--- config.mk ---
export PLATFORM = sky130hd
export DESIGN_NAME = ysyx_23060124_mem_stage
export DESIGN_NICKNAME = d
export VERILOG_FILES = /design/src/rtl/ysyx_23060124_mem_stage.sv
export SDC_FILE = /design/constraint.sdc
export NUM_CORES = 1
export LEC_CHECK = 0
export ABC_AREA = 1
export BUFFER_PORTS_ARGS = -buffer_cell sky130_fd_sc_hd__buf_4
export CORE_ASPECT_RATIO = 1.4
export CORE_UTILIZATION = 35
export CTS_CLUSTER_DIAMETER = 40
export DETAILED_ROUTE_END_ITERATION = 8
export GPL_TIMING_DRIVEN = 0
export PLACE_DENSITY = 0.71
export SLEW_MARGIN = 5
export SYNTH_ARGS = -nofsm -noshare
export SYNTH_HDL_FRONTEND = slang
export SYNTH_SLANG_ARGS = --single-unit
export TNS_END_PERCENT = 5
--- constraint.sdc ---
create_clock -name clk -period 2.55 [get_ports clk]
set_clock_uncertainty 0.2 [all_clocks]
set_input_delay 0.51 -clock clk [delete_from_list [all_inputs] [get_ports clk]]
set_output_delay 0.51 -clock clk [all_outputs]
set_load 0.02 [all_outputs]
--- src/rtl/ysyx_23060124_mem_stage.sv ---
// ysyx_23060124_mem_stage
//
// Multi-cycle memory-access stage that sits after execute. It accepts one
// instruction at a time and issues at most one word-bus transaction for it.
// It then hands aligned, extended write-back data to the write-back stage.
//
// Ports
//   clk, i_rst             clock; synchronous active-high reset
//   i_valid / o_ready      upstream handshake (accept when both high)
//   i_alu_res, i_wdata     effective address / ALU result, store source (rs2)
//   i_load_opt             0 none, 1 LB, 2 LH, 3 LW, 4 LBU, 5 LHU
//   i_store_opt            0 none, 1 SB, 2 SH, 3 SW
//   i_rd, i_rd_wen         destination register and its write enable
//   o_mem_*                word bus request: req, we, aligned addr, lane data, strobes
//   i_mem_gnt              request accepted this cycle
//   i_mem_rvalid/_rdata    read response
//   o_valid / i_ready      downstream handshake to write-back
//   o_wb_data, o_rd, o_wb_en, o_misalign   write-back payload
//   state_dbg              current FSM state (0 IDLE, 1 REQ, 2 WAIT_R, 3 DONE)
//
// Handshakes: a transfer happens on a rising clk edge where valid and ready
// are both high. Once o_valid is raised, the payload holds until i_ready is
// seen. A bus request holds addr/we/wdata/wstrb until i_mem_gnt is seen.
// i_mem_rvalid is only honoured in WAIT_R, which is the cycle after the grant
// or later.

module ysyx_23060124_mem_stage #(
    parameter int ADDR_W = 32,
    parameter int DATA_W = 32,
    parameter int OPT_W  = 3
) (
    input  logic              clk,
    input  logic              i_rst,
    input  logic              i_valid,
    output logic              o_ready,
    input  logic [ADDR_W-1:0] i_alu_res,
    input  logic [DATA_W-1:0] i_wdata,
    input  logic [OPT_W-1:0]  i_load_opt,
    input  logic [OPT_W-1:0]  i_store_opt,
    input  logic [4:0]        i_rd,
    input  logic              i_rd_wen,
    output logic              o_mem_req,
    output logic              o_mem_we,
    output logic [ADDR_W-1:0] o_mem_addr,
    output logic [DATA_W-1:0] o_mem_wdata,
    output logic [3:0]        o_mem_wstrb,
    input  logic              i_mem_gnt,
    input  logic              i_mem_rvalid,
    input  logic [DATA_W-1:0] i_mem_rdata,
    output logic              o_valid,
    input  logic              i_ready,
    output logic [DATA_W-1:0] o_wb_data,
    output logic [4:0]        o_rd,
    output logic              o_wb_en,
    output logic              o_misalign,
    output logic [1:0]        state_dbg
);

    typedef enum logic [1:0] {
        IDLE   = 2'd0,
        REQ    = 2'd1,
        WAIT_R = 2'd2,
        DONE   = 2'd3
    } state_t;

    state_t state;

    // Instruction context kept for the response phase.
    logic [OPT_W-1:0] load_opt_q;
    logic [1:0]       addr_lo_q;
    logic             rd_wen_q;

    // ---------------- accept-time decode ----------------
    logic acc_load;
    logic acc_store;
    logic acc_byte;
    logic acc_half;
    logic acc_word;
    logic acc_mis;

    // A load wins when both opcodes are set, so the store is masked off.
    assign acc_load  = (i_load_opt != '0);
    assign acc_store = !acc_load && (i_store_opt != '0);

    always_comb begin
        acc_byte = 1'b0;
        acc_half = 1'b0;
        if (acc_load) begin
            acc_byte = (i_load_opt == OPT_W'(1)) || (i_load_opt == OPT_W'(4));
            acc_half = (i_load_opt == OPT_W'(2)) || (i_load_opt == OPT_W'(5));
        end else if (acc_store) begin
            acc_byte = (i_store_opt == OPT_W'(1));
            acc_half = (i_store_opt == OPT_W'(2));
        end
    end

    assign acc_word = (acc_load || acc_store) && !acc_byte && !acc_half;
    assign acc_mis  = (acc_half && i_alu_res[0]) ||
                      (acc_word && (i_alu_res[1:0] != 2'b00));

    // Store lane formatting: data is replicated so the selected strobes
    // always find the right bytes regardless of offset.
    logic [DATA_W-1:0] st_wdata;
    logic [3:0]        st_strb;

    always_comb begin
        st_wdata = i_wdata;
        st_strb  = 4'b1111;
        if (acc_byte) begin
            st_wdata = {(DATA_W/8){i_wdata[7:0]}};
            st_strb  = 4'b0001 << i_alu_res[1:0];
        end else if (acc_half) begin
            st_wdata = {(DATA_W/16){i_wdata[15:0]}};
            st_strb  = i_alu_res[1] ? 4'b1100 : 4'b0011;
        end
    end

    // ---------------- load extraction ----------------
    logic [7:0]        ld_byte;
    logic [15:0]       ld_half;
    logic [DATA_W-1:0] ld_data;

    assign ld_byte = i_mem_rdata[{addr_lo_q, 3'b000} +: 8];
    assign ld_half = addr_lo_q[1] ? i_mem_rdata[31:16] : i_mem_rdata[15:0];

    always_comb begin
        ld_data = i_mem_rdata;
        case (load_opt_q)
            OPT_W'(1): ld_data = {{(DATA_W-8){ld_byte[7]}}, ld_byte};
            OPT_W'(2): ld_data = {{(DATA_W-16){ld_half[15]}}, ld_half};
            OPT_W'(4): ld_data = {{(DATA_W-8){1'b0}}, ld_byte};
            OPT_W'(5): ld_data = {{(DATA_W-16){1'b0}}, ld_half};
            default:   ld_data = i_mem_rdata;
        endcase
    end

    // ---------------- state machine ----------------
    always_ff @(posedge clk) begin
        if (i_rst) begin
            state       <= IDLE;
            o_mem_we    <= 1'b0;
            o_mem_addr  <= '0;
            o_mem_wdata <= '0;
            o_mem_wstrb <= 4'b0000;
            o_wb_data   <= '0;
            o_rd        <= 5'd0;
            o_wb_en     <= 1'b0;
            o_misalign  <= 1'b0;
            load_opt_q  <= '0;
            addr_lo_q   <= 2'b00;
            rd_wen_q    <= 1'b0;
        end else begin
            case (state)
                IDLE: begin
                    if (i_valid) begin
                        o_rd        <= i_rd;
                        rd_wen_q    <= i_rd_wen;
                        addr_lo_q   <= i_alu_res[1:0];
                        load_opt_q  <= acc_load ? i_load_opt : '0;
                        o_mem_addr  <= {i_alu_res[ADDR_W-1:2], 2'b00};
                        o_mem_we    <= acc_store && !acc_mis;
                        o_mem_wdata <= acc_store ? st_wdata : '0;
                        o_mem_wstrb <= (acc_store && !acc_mis) ? st_strb : 4'b0000;
                        o_misalign  <= 1'b0;
                        o_wb_en     <= 1'b0;
                        if (!acc_load && !acc_store) begin
                            o_wb_data <= i_alu_res;
                            o_wb_en   <= i_rd_wen;
                            state     <= DONE;
                        end else if (acc_mis) begin
                            // Faulting address is left on o_wb_data for the trap handler.
                            o_wb_data  <= i_alu_res;
                            o_misalign <= 1'b1;
                            state      <= DONE;
                        end else begin
                            state <= REQ;
                        end
                    end
                end
                REQ: begin
                    if (i_mem_gnt) begin
                        state <= (load_opt_q != '0) ? WAIT_R : DONE;
                    end
                end
                WAIT_R: begin
                    if (i_mem_rvalid) begin
                        o_wb_data <= ld_data;
                        o_wb_en   <= rd_wen_q;
                        state     <= DONE;
                    end
                end
                DONE: begin
                    if (i_ready) begin
                        o_misalign <= 1'b0;
                        state      <= IDLE;
                    end
                end
                default: state <= IDLE;
            endcase
        end
    end

    assign o_ready   = (state == IDLE);
    assign o_mem_req = (state == REQ);
    assign o_valid   = (state == DONE);
    assign state_dbg = state;

endmodule
After elaboration in Yosys (flattened, before gate mapping)

Index checks and enable logic that the tools add are counted.
W data, S select, Z words.

Shift-type cells: 2
Mux-type cells: 36
Reductions and logical operators: 28
Equal/unequal tests: 18

Operator list:

| operator              | number |
|---|---|
| $mux W32              | 7 |
| $pmux W32 S4          | 1 |
| $pmux W32 S2          | 1 |
| $shiftx A32 B6 Y8     | 1 |
| $mux W16              | 1 |
| $mux W4               | 4 |
| $eq A3 B3 Y1 const B  | 4 |
| $mux W1               | 12 |
| $mux W2               | 6 |
| $eq A3 B1 Y1 const B  | 3 |
| $eq A3 B2 Y1 const B  | 3 |
| $reduce_bool A3 Y1    | 3 |
| $pmux W2 S4           | 1 |
| $reduce_and A4 Y1     | 2 |
| $logic_and A1 B1 Y1   | 7 |
| $reduce_and A3 Y1     | 2 |
| $reduce_bool A2 Y1    | 3 |
| $logic_not A1 Y1      | 5 |
| $eq A2 B2 Y1 const B  | 2 |
| $logic_or A1 B1 Y1    | 4 |
| $ne A2 B1 Y1 const B  | 2 |
| $ne A2 B2 Y1 const B  | 2 |
| $pmux W1 S2           | 2 |
| $shl A1 B2 Y4 const A | 1 |
| other kinds (5)       | 5 |

Register bits after elaboration: 114

Depth between registers and ports, before layout

Gate-level depths: netlist (run 1).

Depth in word-level cells: 14
Gate-level depth with buffers: 13

Worst setup path before layout (run 1)

No wires, ideal clock.

Path type: reg-to-reg
Start: register state[0], in the netlist state_dbg[0]
End: register o_wb_data[23]
Arrival: 1,886 ps
Setup slack: 351 ps
Buffers on the path: 1
Cell stages (with the launch flop): 10
Library setup time: 113 ps
Path through: dfxtp_1 -> inv_1 -> ha_1 -> inv_1 -> o22ai_1 -> a21oi_2 -> clkbuf_1 -> nand3_1 -> nand2_1 -> nor2_1

Word-level cells in the longest chain between the ends: 3

Ends and longest elaborated chain:

| element                                              | line | RTL |
|---|---|---|
| start: declaration                                   | 66   | `state_t state;` |
| start signal: assignment                             | 182  | `state <= (load_opt_q != '0) ? WAIT_R : DONE;` |
| $logic_not A2 Y1 (*)                                 | -    |  |
| net o_ready                                          | 35   | `output logic o_ready,` |
| $ne A3 B1 Y1 (no line), or another cell as far along | -    |  |
| $reduce_and A4 Y1 (no line)                          | -    |  |
| end signal: assignment                               | 167  | `o_wb_data <= i_alu_res;` |
| end signal: assignment                               | 172  | `o_wb_data <= i_alu_res;` |
| end signal: assignment                               | 187  | `o_wb_data <= ld_data;` |
| end: declaration                                     | 52   | `output logic [DATA_W-1:0] o_wb_data,` |

The timed path passes the listed nets; every way through them passes the cells marked *.
A chain may end at the register's enable or synchronous reset.

Worst setup path after layout (run 1)

Start: register state[0], in the netlist state_dbg[0]
End: register o_wb_data[6]

Word-level cells in the longest chain between the ends: 3

Ends and longest elaborated chain:

| element                                              | line | RTL |
|---|---|---|
| $eq A2 B2 Y1 or $logic_not A2 Y1 (tied branches)     | 153  | `case (state)` |
| $ne A2 B2 Y1 (no line), or another cell as far along | -    |  |
| $reduce_and A4 Y1 (no line)                          | -    |  |

Parallel ways exist; a longest one is shown, timed or not.

==> results of run 1 <==
state kept, by name (all words and copies together), names as in the netlist, 2 cells and up:
name	flops
o_mem_wstrb	4
o_mem_wdata	32
o_rd	5
o_wb_data	32
state_dbg	2
load_opt_q	3
addr_lo_q	2
o_mem_addr	30
metal layers:
layer	vias to the layer above	GRT usage [%]
met4	0	15.9
met3	68	5.75
met1	3198	25.6
li1	3629	-
met2	323	45.2
met5	-	0
what timing repair did:
item	4_1_cts	5_1_grt
pin swaps	0	0
hold buffers	0	0
resized for setup	1	5
setup endpoints to repair	4	13
synth_stat cells (all sizes together) (2+ instances only):
library cell    n  share of area, %
nand3          61               5.6
ha              4              0.82
o21bai          2              0.25
dfxtp         114                37
clkbuf         33               2.0
nand4           4              0.41
buf            27               2.9
inv            88               5.4
a21oi          83               6.9
o21ai          88               7.2
nand3b          2              0.25
nand2         332                21
o22ai           2              0.20
nor2          152               9.5
logic make-up after synthesis:
family / after synthesis / synth area share [%]
AO/OA/AOI/OAI: 178 / 14.9
adder cells (fa/ha/maj): 4 / 0.818
buffers and inverters: 148 / 10.4
flip-flops: 114 / 37.3
other: 1 / 0.0613
AND/OR/NAND/NOR: 551 / 36.6
worst max-delay path by stage:
stage | from | to | slack (ns) | cells past startpoint
after floorplan | state_dbg[0] | o_wb_data[23] | 0.35 | 9
after global placement | state_dbg[0] | o_mem_wdata[12] | 0.04 | 10
after detailed placement | state_dbg[0] | o_mem_wdata[12] | -0.006 | 10
after CTS | state_dbg[0] | o_wb_data[8] | 0.10 | 9
after global routing | state_dbg[0] | o_wb_data[30] | 0.007 | 9
final | state_dbg[0] | o_wb_data[6] | 0.19 | 9
cell type report:
cell class                      count  share of cell area [%]
Multi-Input combinational cell    735                    36.9
Sequential cell                   114                    26.3
Timing Repair Buffer              224                    19.4
Clock buffer                       19                    5.22
Inverter                           88                    3.83
Buffer                             60                    3.50
Tap cell                          232                    3.34
Clock inverter                     13                    1.56
worst min-delay path, stage by stage:
cell     delay, ns
buf_4         0.08
o21ai_0       0.07
nor2_1        0.07
through the flow:
step           util (%)  hold WS (ns)  total power [mW]
2_1_floorplan         -         0.251              5.41
3_3_place_gp       47.7         0.253              7.00
5_1_grt            51.2         0.160              10.1
3_5_place_dp       47.7         0.255              7.04
6_report           51.2         0.143              9.42
4_1_cts            51.2         0.136              9.44
where the power goes:
part	total (mW)	internal, mW	switching (mW)
combinational	4.56	1.63	2.93
sequential	2.47	2.22	0.246
clock	2.38	1.48	0.902
total	9.42	5.34	4.08
==> impl_metrics.env, run 1 <==
export IMPL_crit_buf_inv=3
export IMPL_fp_coreArea_sq_um=17000
export IMPL_maxCapViolCount=0
export IMPL_grt_usage_pct=24.8
export IMPL_syn2layout_area_growth_pct=42.0
export IMPL_max_slew_margin_rel_pct=58.2
export IMPL_wirelength_um=22500
export IMPL_die_area_sq_um=18000
export IMPL_hold_depth=3
export IMPL_ys_seq_area_share_pct=37.3
export IMPL_drc=0
export IMPL_fillers=1800
export IMPL_min_period_ns=2.36
export IMPL_rr_endpoint="o_wb_data[6]"
export IMPL_dp_cells=1453
export IMPL_layout_common_cells="324 x nand2_1, 232 x buf_4, 151 x nor2_1"
export IMPL_hp_class="in2reg"
export IMPL_cts_buffers=17
export IMPL_regArea_sq_um=2280
export IMPL_path_cells="inv_1 -> ha_1 -> inv_1 -> o22ai_1 -> a21oi_2 -> buf_2 -> nand3_1 -> nor2_1 -> nor2_1"
export IMPL_die_w_um=114
export IMPL_clock_latency_ns=0.42
export IMPL_clock_sinks=114
export IMPL_maxSlewViolCount=0
export IMPL_multiInputGateArea_sq_um=3210
export IMPL_post_cts_buffers=0
export IMPL_finalSetupTns_ns=0
export IMPL_antenna_found_initial=0
export IMPL_yosys_warnings=0
export IMPL_cts_root_buf="clkbuf_16"
export IMPL_fmax_mhz=424
export IMPL_port_buffers=224
export IMPL_synth_seq_cells=114
export IMPL_crit_fanout=10
export IMPL_final_common_cell="nand2_1"
export IMPL_antenna_left=0
export IMPL_synth_main_ff_cell="dfxtp_1"
export IMPL_wl_met2_um=11400
export IMPL_worstPathArrival_ns=2.48
export IMPL_hold_path_end="o_mem_addr[6]"
export IMPL_syn_avg_cell_area_sq_um=6.14
export IMPL_antennaDiodeCount=0
export IMPL_crit_path_max_incr_delay_ns=0.44
export IMPL_netlist_area_sq_um=6120
export IMPL_highest_signal_layer="met4"
export IMPL_die_h_um=158
export IMPL_rsz0062_at_grt="no"
export IMPL_fin_ws_ns=0.191
export IMPL_outcome="complete, no violations"
export IMPL_ir_drop_mv=0.405
export IMPL_rrSetupSlack_ns=0.19
export IMPL_reg2reg_depth=9
export IMPL_vias=7218
export IMPL_met1_length_um=8400
export IMPL_met3WireLength_um=1630
export IMPL_first_iter_violations=368
export IMPL_post_place_ws_ns=-0.00555
export IMPL_gp_congestion=0.927
export IMPL_wl_per_cell_um=15.1
export IMPL_post_route_cell_area_sq_um=8680
export IMPL_viasPerCell=4.86
export IMPL_grt_max_degree=17
export IMPL_cts_max_path_buffers=2
export IMPL_reg2reg_from="state_dbg[0]"
export IMPL_hold_viol_final=0
export IMPL_p_leak_nw=4.42
export IMPL_crit_required_ns=2.67
export IMPL_critical_path_slowest_cell="dfxtp_1"
export IMPL_syn_inst=996
export IMPL_first_pass_iters=7
export IMPL_critPathKind="reg2reg"
export IMPL_dp_hpwl_um=17700
export IMPL_drive_gt1_share_pct=24.2
export IMPL_grt_pass1_wl_um=34000
export IMPL_clkTransAtPathRegs_ns=0.06
export IMPL_min_from="i_alu_res[6]"
export IMPL_nets=1358
export IMPL_grt_pass1_vias=6701
export IMPL_io_pins=227
export IMPL_synth_edf_count=0
export IMPL_cts_max_level=4
export IMPL_powerDensity_nw_per_um2=1080
export IMPL_fin_crit_sh_pct=92.5
export IMPL_cts_tree="built"
export IMPL_tightest_slew_ns=0.628
export IMPL_final_cells=1485
export IMPL_cp_end_kind="flop"
export IMPL_start_kind="flop"
export IMPL_dpl_cell_area_sq_um=8090
export IMPL_async_reset_ff_share_pct=0
export IMPL_grt_overflow=0
export IMPL_setup_viol=0
export IMPL_start_util_pct=36.1
export IMPL_num_rows=56
export IMPL_path_delay_family="buffers and inverters"
export IMPL_synth_cell_types=30
Power figures use the tool's default switching activity.
==> run 2, diff against run 1 <==
--- a/config.mk
+++ b/config.mk
@@ -5,8 +5,8 @@
 export SDC_FILE = /design/constraint.sdc
 export NUM_CORES = 1
 export LEC_CHECK = 0
-export ABC_AREA = 1
 export BUFFER_PORTS_ARGS = -buffer_cell sky130_fd_sc_hd__buf_4
+export CAP_MARGIN = 10
 export CORE_ASPECT_RATIO = 1.4
 export CORE_UTILIZATION = 35
 export CTS_CLUSTER_DIAMETER = 40
==> run 2 against run 1 <==
  * The flow now finishes with violations (design-rule violations)
  * Count of clock-buffer cells in the layout grew 1
  * Sequential power shrank 5%
  * Non-clock buffer count grew 2
  * Global-route usage shrank 1.1 points
  * Flip-flop and latch count is the same
  * Wire length shrank 7.3%
  * First-iteration DRC count grew 4.3%
  * Worst setup slack lost 0.16 ns
  * Die area shrank 3.2%
  * Critical endpoint is now o_mem_wstrb[2]
  * Highest routed layer unchanged
==> impl_metrics.env, run 2 <==
export IMPL_outcome="finished, violations left"
export IMPL_violations="design-rule violations"
export IMPL_viasPerCell=5.31
export IMPL_min_from="i_rd[0]"
export IMPL_gp_congestion=0.900
export IMPL_fin_crit_sh_pct=98.6
export IMPL_powerDensity_nw_per_um2=982
export IMPL_synth_main_ff_cell="dfxtp_1"
export IMPL_multiInputGateArea_sq_um=3310
export IMPL_final_common_cell="buf_4"
export IMPL_first_pass_iters=8
export IMPL_p_int_mw=5.26
export IMPL_cts_max_level=4
export IMPL_fin_util_pct=51.9
export IMPL_clock_latency_ns=0.42
export IMPL_swShare_pct=37.1
export IMPL_yosysMostFrequentCell="nand2_1"
export IMPL_ys_seq_area_share_pct=38.6
export IMPL_power_frac_clock_pct=32.0
export IMPL_die_w_um=112
export IMPL_antenna_left=0
export IMPL_reg2reg_depth=8
export IMPL_grt_max_degree=17
export IMPL_regArea_sq_um=2280
export IMPL_num_rows=55
export IMPL_io_pins=227
export IMPL_syn2layout_area_growth_pct=43.8
export IMPL_rr_endpoint="o_mem_wstrb[2]"
export IMPL_cts_buffers=17
export IMPL_fmax_mhz=398
export IMPL_die_h_um=156
export IMPL_synth_seq_cells=114
export IMPL_yosys_area_share_simple_pct=20.5
export IMPL_antenna_found_initial=0
export IMPL_critPathKind="reg2reg"
export IMPL_rrSetupSlack_ns=0.03
export IMPL_syn_inst=733
export IMPL_clkTransAtPathRegs_ns=0.06
export IMPL_hp_class="in2reg"
export IMPL_cts_max_path_buffers=2
export IMPL_netlist_area_sq_um=5920
export IMPL_synthMuxAreaShare_pct=11.5
export IMPL_cts_root_buf="clkbuf_16"
export IMPL_fp_coreArea_sq_um=16400
export IMPL_reg2reg_from="state_dbg[0]"
export IMPL_dp_cells=1153
export IMPL_post_cts_buffers=0
export IMPL_grt_pass1_vias=5999
export IMPL_drive_gt1_share_pct=30.7
export IMPL_yosys_warnings=0
export IMPL_min_period_ns=2.52
export IMPL_synth_cell_types=63
export IMPL_antennaDiodeCount=0
export IMPL_power_mw=8.35
export IMPL_maxCapViolCount=0
export IMPL_synth_xor_area_share_pct=0.444
export IMPL_hold_path_end="o_rd[0]"
export IMPL_crit_required_ns=2.67
export IMPL_synth_area_top_cells="dfxtp_1 39%, nand2_1 9.4%, mux2i_1 7.8%, a21oi_1 4.5%, nand2b_1 3.8%"
export IMPL_die_area_sq_um=17400
export IMPL_start_kind="flop"
export IMPL_wirelength_um=20800
export IMPL_final_cells=1185
export IMPL_layout_common_cells="223 x buf_4, 148 x nand2_1, 114 x dfxtp_1"
export IMPL_synth_common_cells="148 x nand2_1, 114 x dfxtp_1, 53 x a21oi_1"
export IMPL_switchingPower_mw=3.10
export IMPL_grt_overflow=0
export IMPL_first_iter_violations=384
export IMPL_wl_per_cell_um=17.6
export IMPL_max_slew_margin_rel_pct=47.2
export IMPL_finalSetupTns_ns=0
export IMPL_largestRegisters="o_mem_wdata x32, o_wb_data x32, o_mem_addr x30"
export IMPL_whs_ns=0.132
export IMPL_syn_avg_cell_area_sq_um=8.07
export IMPL_yosysTopAreaCell="dfxtp_1"
export IMPL_tightest_slew_ns=0.792
export IMPL_nets=1091
export IMPL_worstPathArrival_ns=2.64
export IMPL_hold_depth=3
export IMPL_drc=13
export IMPL_synth_top_family_by_area="compound AO/OA/AOI/OAI gates"
export IMPL_pwr_share_seq_pct=28.1
export IMPL_synth_edf_count=0
export IMPL_rsz0062_at_grt="yes"
export IMPL_synth_compound_area_share_pct=22.4
export IMPL_port_buffers=220
export IMPL_ir_drop_mv=0.438
export IMPL_cp_end_kind="flop"
export IMPL_synth_top_area_share_pct=38.6
export IMPL_setup_viol=0
export IMPL_async_reset_ff_share_pct=0
export IMPL_vias=6297
export IMPL_p_leak_nw=3.77
export IMPL_clock_sinks=114
export IMPL_comb_power_share_pct=40.0
export IMPL_maxSlewViolCount=0
export IMPL_crit_fanout=10
export IMPL_dp_hpwl_um=16000
export IMPL_grt_pass1_wl_um=31900
export IMPL_grt_usage_pct=23.8
export IMPL_synth_fa_ha_area_share_pct=0.846
export IMPL_cts_tree="built"
export IMPL_hold_viol_final=0
export IMPL_start_util_pct=36.1
export IMPL_fillers=1619
## run 2: changes by cell type after synthesis, sizes merged, moves of 42 or more
cell | before | now
inv | 88 | 13
nand3 | 61 | 2
nand2 | 332 | 149
mux2i | 0 | 46
nor2 | 152 | 51
o21ai | 88 | 46
## run 2: logic make-up after synthesis
kind of cell    count (synthesis)
compound gates                199
simple gates                  269
xor+xnor                        3
fa+ha+maj                       4
mux                            64
flops                         114
buf+inv                        79
other cells                     1
## run 2: per-layer routing
metal | GRT usage, % | share of wire (%)
met5 | 0 | 0
met4 | 12.7 | 4.0
met3 | 5.52 | 6.6
met2 | 41.2 | 50
met1 | 27.1 | 40
## run 2: worst max path at each step
| stage | startpoint | to | cells after the start |
|---|---|---|---|
| floorplan | state_dbg[0] | o_mem_wstrb[3] | 8 |
| global placement | i_rst | o_mem_addr[14] | 5 |
| detailed placement | i_rst | o_mem_addr[15] | 5 |
| CTS | state_dbg[1] | o_wb_data[7] | 7 |
| global route | state_dbg[1] | o_mem_wstrb[3] | 8 |
| finish | state_dbg[0] | o_mem_wstrb[2] | 8 |
## run 2: through the flow
| step | area (sq um) | worst slack (ns) |
|---|---|---|
| floorplan | 5920 | 0.0695 |
| global placement | 7820 | -0.294 |
| detailed placement | 7820 | -0.318 |
| CTS | 8490 | 0.0216 |
| global route | 8510 | -0.0708 |
| finish | 8510 | 0.0348 |
## run 2: power groups by stage
stage / registers, mW / logic [mW] / clock network [mW]
6_report: 2.34 / 3.34 / 2.67
2_1_floorplan: 2.75 / 1.68 / 0
3_3_place_gp: 2.37 / 3.28 / 0
3_5_place_dp: 2.38 / 3.30 / 0
5_1_grt: 2.39 / 3.60 / 2.79
4_1_cts: 2.34 / 3.33 / 2.70
## run 2: repair_timing
action / in CTS / in global routing
hold buffers: 0 / 0
resized for setup: 6 / 13
pin swaps: 0 / 0
endpoints found under the setup margin: 78 / 64
## run 2: cell type report
type	instances	share of cell area (%)
inverters	13	0.574
plain buffers	66	3.52
clock inverters	12	2.40
flip-flops and latches	114	26.8
well taps	199	2.93
repair buffers	220	19.4
multi-input cells	541	39.0
clock buffers	20	5.37
## run 2: worst max-delay path, cell delays in order, from the launching register on
cell and delay (ns):
dfxtp_1 0.48, inv_1 0.11, ha_1 0.25, clkbuf_2 0.18
nand2_1 0.12, clkbuf_2 0.31, clkbuf_1 0.39, nand2_1 0.10
a221oi_1 0.28
==> run 3, diff against run 2 <==
--- a/config.mk
+++ b/config.mk
@@ -12,7 +12,7 @@
 export CTS_CLUSTER_DIAMETER = 40
 export DETAILED_ROUTE_END_ITERATION = 8
 export GPL_TIMING_DRIVEN = 0
-export PLACE_DENSITY = 0.71
+export PLACE_DENSITY = 0.61
 export SLEW_MARGIN = 5
 export SYNTH_ARGS = -nofsm -noshare
 export SYNTH_HDL_FRONTEND = slang
==> run 3 against run 2 <==
  * The run still ends with design-rule violations left
  * Count of clock-buffer cells in the layout down 2
  * First-iteration DRC count rose by 6.3%
  * Sequential share of layout area decreased by 0.051 points
  * Sequential power is essentially flat
  * Power rose by 0.82%
  * Wire length rose by 3.6%
  * Register-to-register slack gained 0.08 ns
  * Hold slack better by 0.0019 ns
  * Maximum frequency rose by 3.3%
  * Global-route usage rose by 0.94 points
  * Via count is 2.0% lower
  * Largest cell class unchanged
==> impl_metrics.env, run 3 (synthesized netlist as in run 2, its figures left out) <==
export IMPL_outcome="finished, violations left"
export IMPL_violations="design-rule violations"
export IMPL_io_pins=227
export IMPL_min_from="i_rd[0]"
export IMPL_path_cells="inv_1 -> ha_1 -> clkbuf_1 -> nand2b_1 -> o21ai_0 -> nor2_2 -> o21ai_2 -> clkbuf_4 -> mux2i_1"
export IMPL_post_route_cell_area_sq_um=8520
export IMPL_start_util_pct=36.1
export IMPL_critical_path_startpoint="state_dbg[0]"
export IMPL_reg2reg_from="state_dbg[0]"
export IMPL_dpl_cell_area_sq_um=7820
export IMPL_use_met2_pct=45.2
export IMPL_critPathKind="reg2reg"
export IMPL_critical_path_slowest_cell="clkbuf_1"
export IMPL_dp_hpwl_um=16800
export IMPL_grt_use_met1_pct=27.0
export IMPL_layout_common_cells="224 x buf_4, 148 x nand2_1, 114 x dfxtp_1"
export IMPL_grt_pass1_wl_um=32700
export IMPL_clock_latency_ns=0.42
export IMPL_min_period_ns=2.44
export IMPL_tightest_slew_ns=0.814
export IMPL_cts_root_buf="clkbuf_16"
export IMPL_die_h_um=156
export IMPL_die_area_sq_um=17400
export IMPL_start_kind="flop"
export IMPL_maxSlewViolCount=0
export IMPL_vias=6172
export IMPL_crit_fanout=10
export IMPL_worstPathArrival_ns=2.59
export IMPL_final_common_cell="buf_4"
export IMPL_grt_use_met3_pct=5.59
export IMPL_multiInputGateArea_sq_um=3320
export IMPL_wirelength_um=21600
export IMPL_cp_end_kind="flop"
export IMPL_cts_buffers=17
export IMPL_num_rows=55
export IMPL_cts_max_level=4
export IMPL_fp_coreArea_sq_um=16400
export IMPL_first_iter_violations=408
export IMPL_regArea_sq_um=2280
export IMPL_grt_usage_pct=24.7
export IMPL_clkTransAtPathRegs_ns=0.06
export IMPL_grt_pass1_vias=5879
export IMPL_powerDensity_nw_per_um2=988
export IMPL_antenna_left=0
export IMPL_post_cts_buffers=0
export IMPL_power_mw=8.42
export IMPL_fillers=1647
export IMPL_drc=15
export IMPL_antennaDiodeCount=0
export IMPL_first_pass_iters=7
export IMPL_final_cells=1183
export IMPL_grt_overflow=0
export IMPL_fin_crit_sh_pct=95.5
export IMPL_wl_per_cell_um=18.2
export IMPL_nets=1090
export IMPL_grt_max_degree=17
export IMPL_largestRegisters="o_mem_wdata x32, o_wb_data x32, o_mem_addr x30"
export IMPL_hold_viol_final=0
export IMPL_fin_ws_ns=0.114
export IMPL_ir_drop_mv=0.439
export IMPL_hp_class="in2reg"
export IMPL_clock_sinks=114
export IMPL_dp_cells=1153
export IMPL_fmax_mhz=411
export IMPL_path_delay_family="buffers and inverters"
export IMPL_crit_required_ns=2.70
export IMPL_cts_tree="built"
export IMPL_rsz0062_at_grt="yes"
export IMPL_port_buffers=220
export IMPL_setup_viol=0
export IMPL_gr_max_usage_layer="met2"
export IMPL_whs_ns=0.134
export IMPL_crit_path_max_incr_delay_ns=0.41
export IMPL_maxCapViolCount=0
export IMPL_syn2layout_area_growth_pct=44.1
export IMPL_max_slew_margin_rel_pct=45.7
export IMPL_die_w_um=112
export IMPL_gp_congestion=0.895
export IMPL_crit_buf_inv=3
export IMPL_p_leak_nw=3.77
export IMPL_post_place_ws_ns=-0.337
export IMPL_viasPerCell=5.22
export IMPL_antenna_found_initial=0
export IMPL_drive_gt1_share_pct=30.9
export IMPL_cts_max_path_buffers=2
[run 3: path summary, 6_finish.rpt]
path / cells past startpoint / slack (ns) / endpoint
max: 9 / 0.11 / o_wb_data[4]
min: 3 / 0.13 / o_rd[0]
max reg2reg: 9 / 0.11 / o_wb_data[4]
min reg2reg: 2 / 0.24 / o_mem_wdata[26]
[run 3: report_power, final]
group	switching [mW]	internal, mW
Clock	0.881	1.83
Combinational	2.01	1.36
Sequential	0.209	2.14
Total	3.10	5.32
[run 3: worst register-to-register path: stages (launching register included)]
cell	delay, ns
dfxtp_1	0.38
inv_1	0.12
ha_1	0.18
clkbuf_1	0.41
nand2b_1	0.13
o21ai_0	0.12
nor2_2	0.09
o21ai_2	0.18
clkbuf_4	0.36
mux2i_1	0.21
[run 3: metrics by stage]
| step | TNS, ns | utilization (%) |
|---|---|---|
| floorplan | 0 | - |
| global placement | -19.85 | 47.7 |
| detailed placement | -21.45 | 47.7 |
| CTS | 0 | 51.8 |
| global route | -0.0837 | 52.0 |
| finish | 0 | 52.0 |
[run 3: metal layers]
layer	share of wire (%)	up-vias	wire (um)
met2	52	227	11300
met5	0	-	0
li1	-	3039	-
met1	39	2870	8360
met3	5.9	36	1270
met4	3.0	0	642
[run 3: cell type report]
cell class / instances / area share [%]
buffer: 65 / 3.55
clock inverter: 13 / 2.75
clock buffer: 18 / 5.04
timing repair buffer: 220 / 19.4
sequential: 114 / 26.8
inverter: 13 / 0.573
multi-input combinational: 541 / 39.0
tap: 199 / 2.92
[run 3: repair_timing]
| action | in CTS | in global routing |
|---|---|---|
| endpoints found under the setup margin | 78 | 86 |
| pin swaps | 0 | 0 |
| endpoints found under the hold margin | 0 | 0 |
| hold buffers | 0 | 0 |
| resized for setup | 5 | 20 |
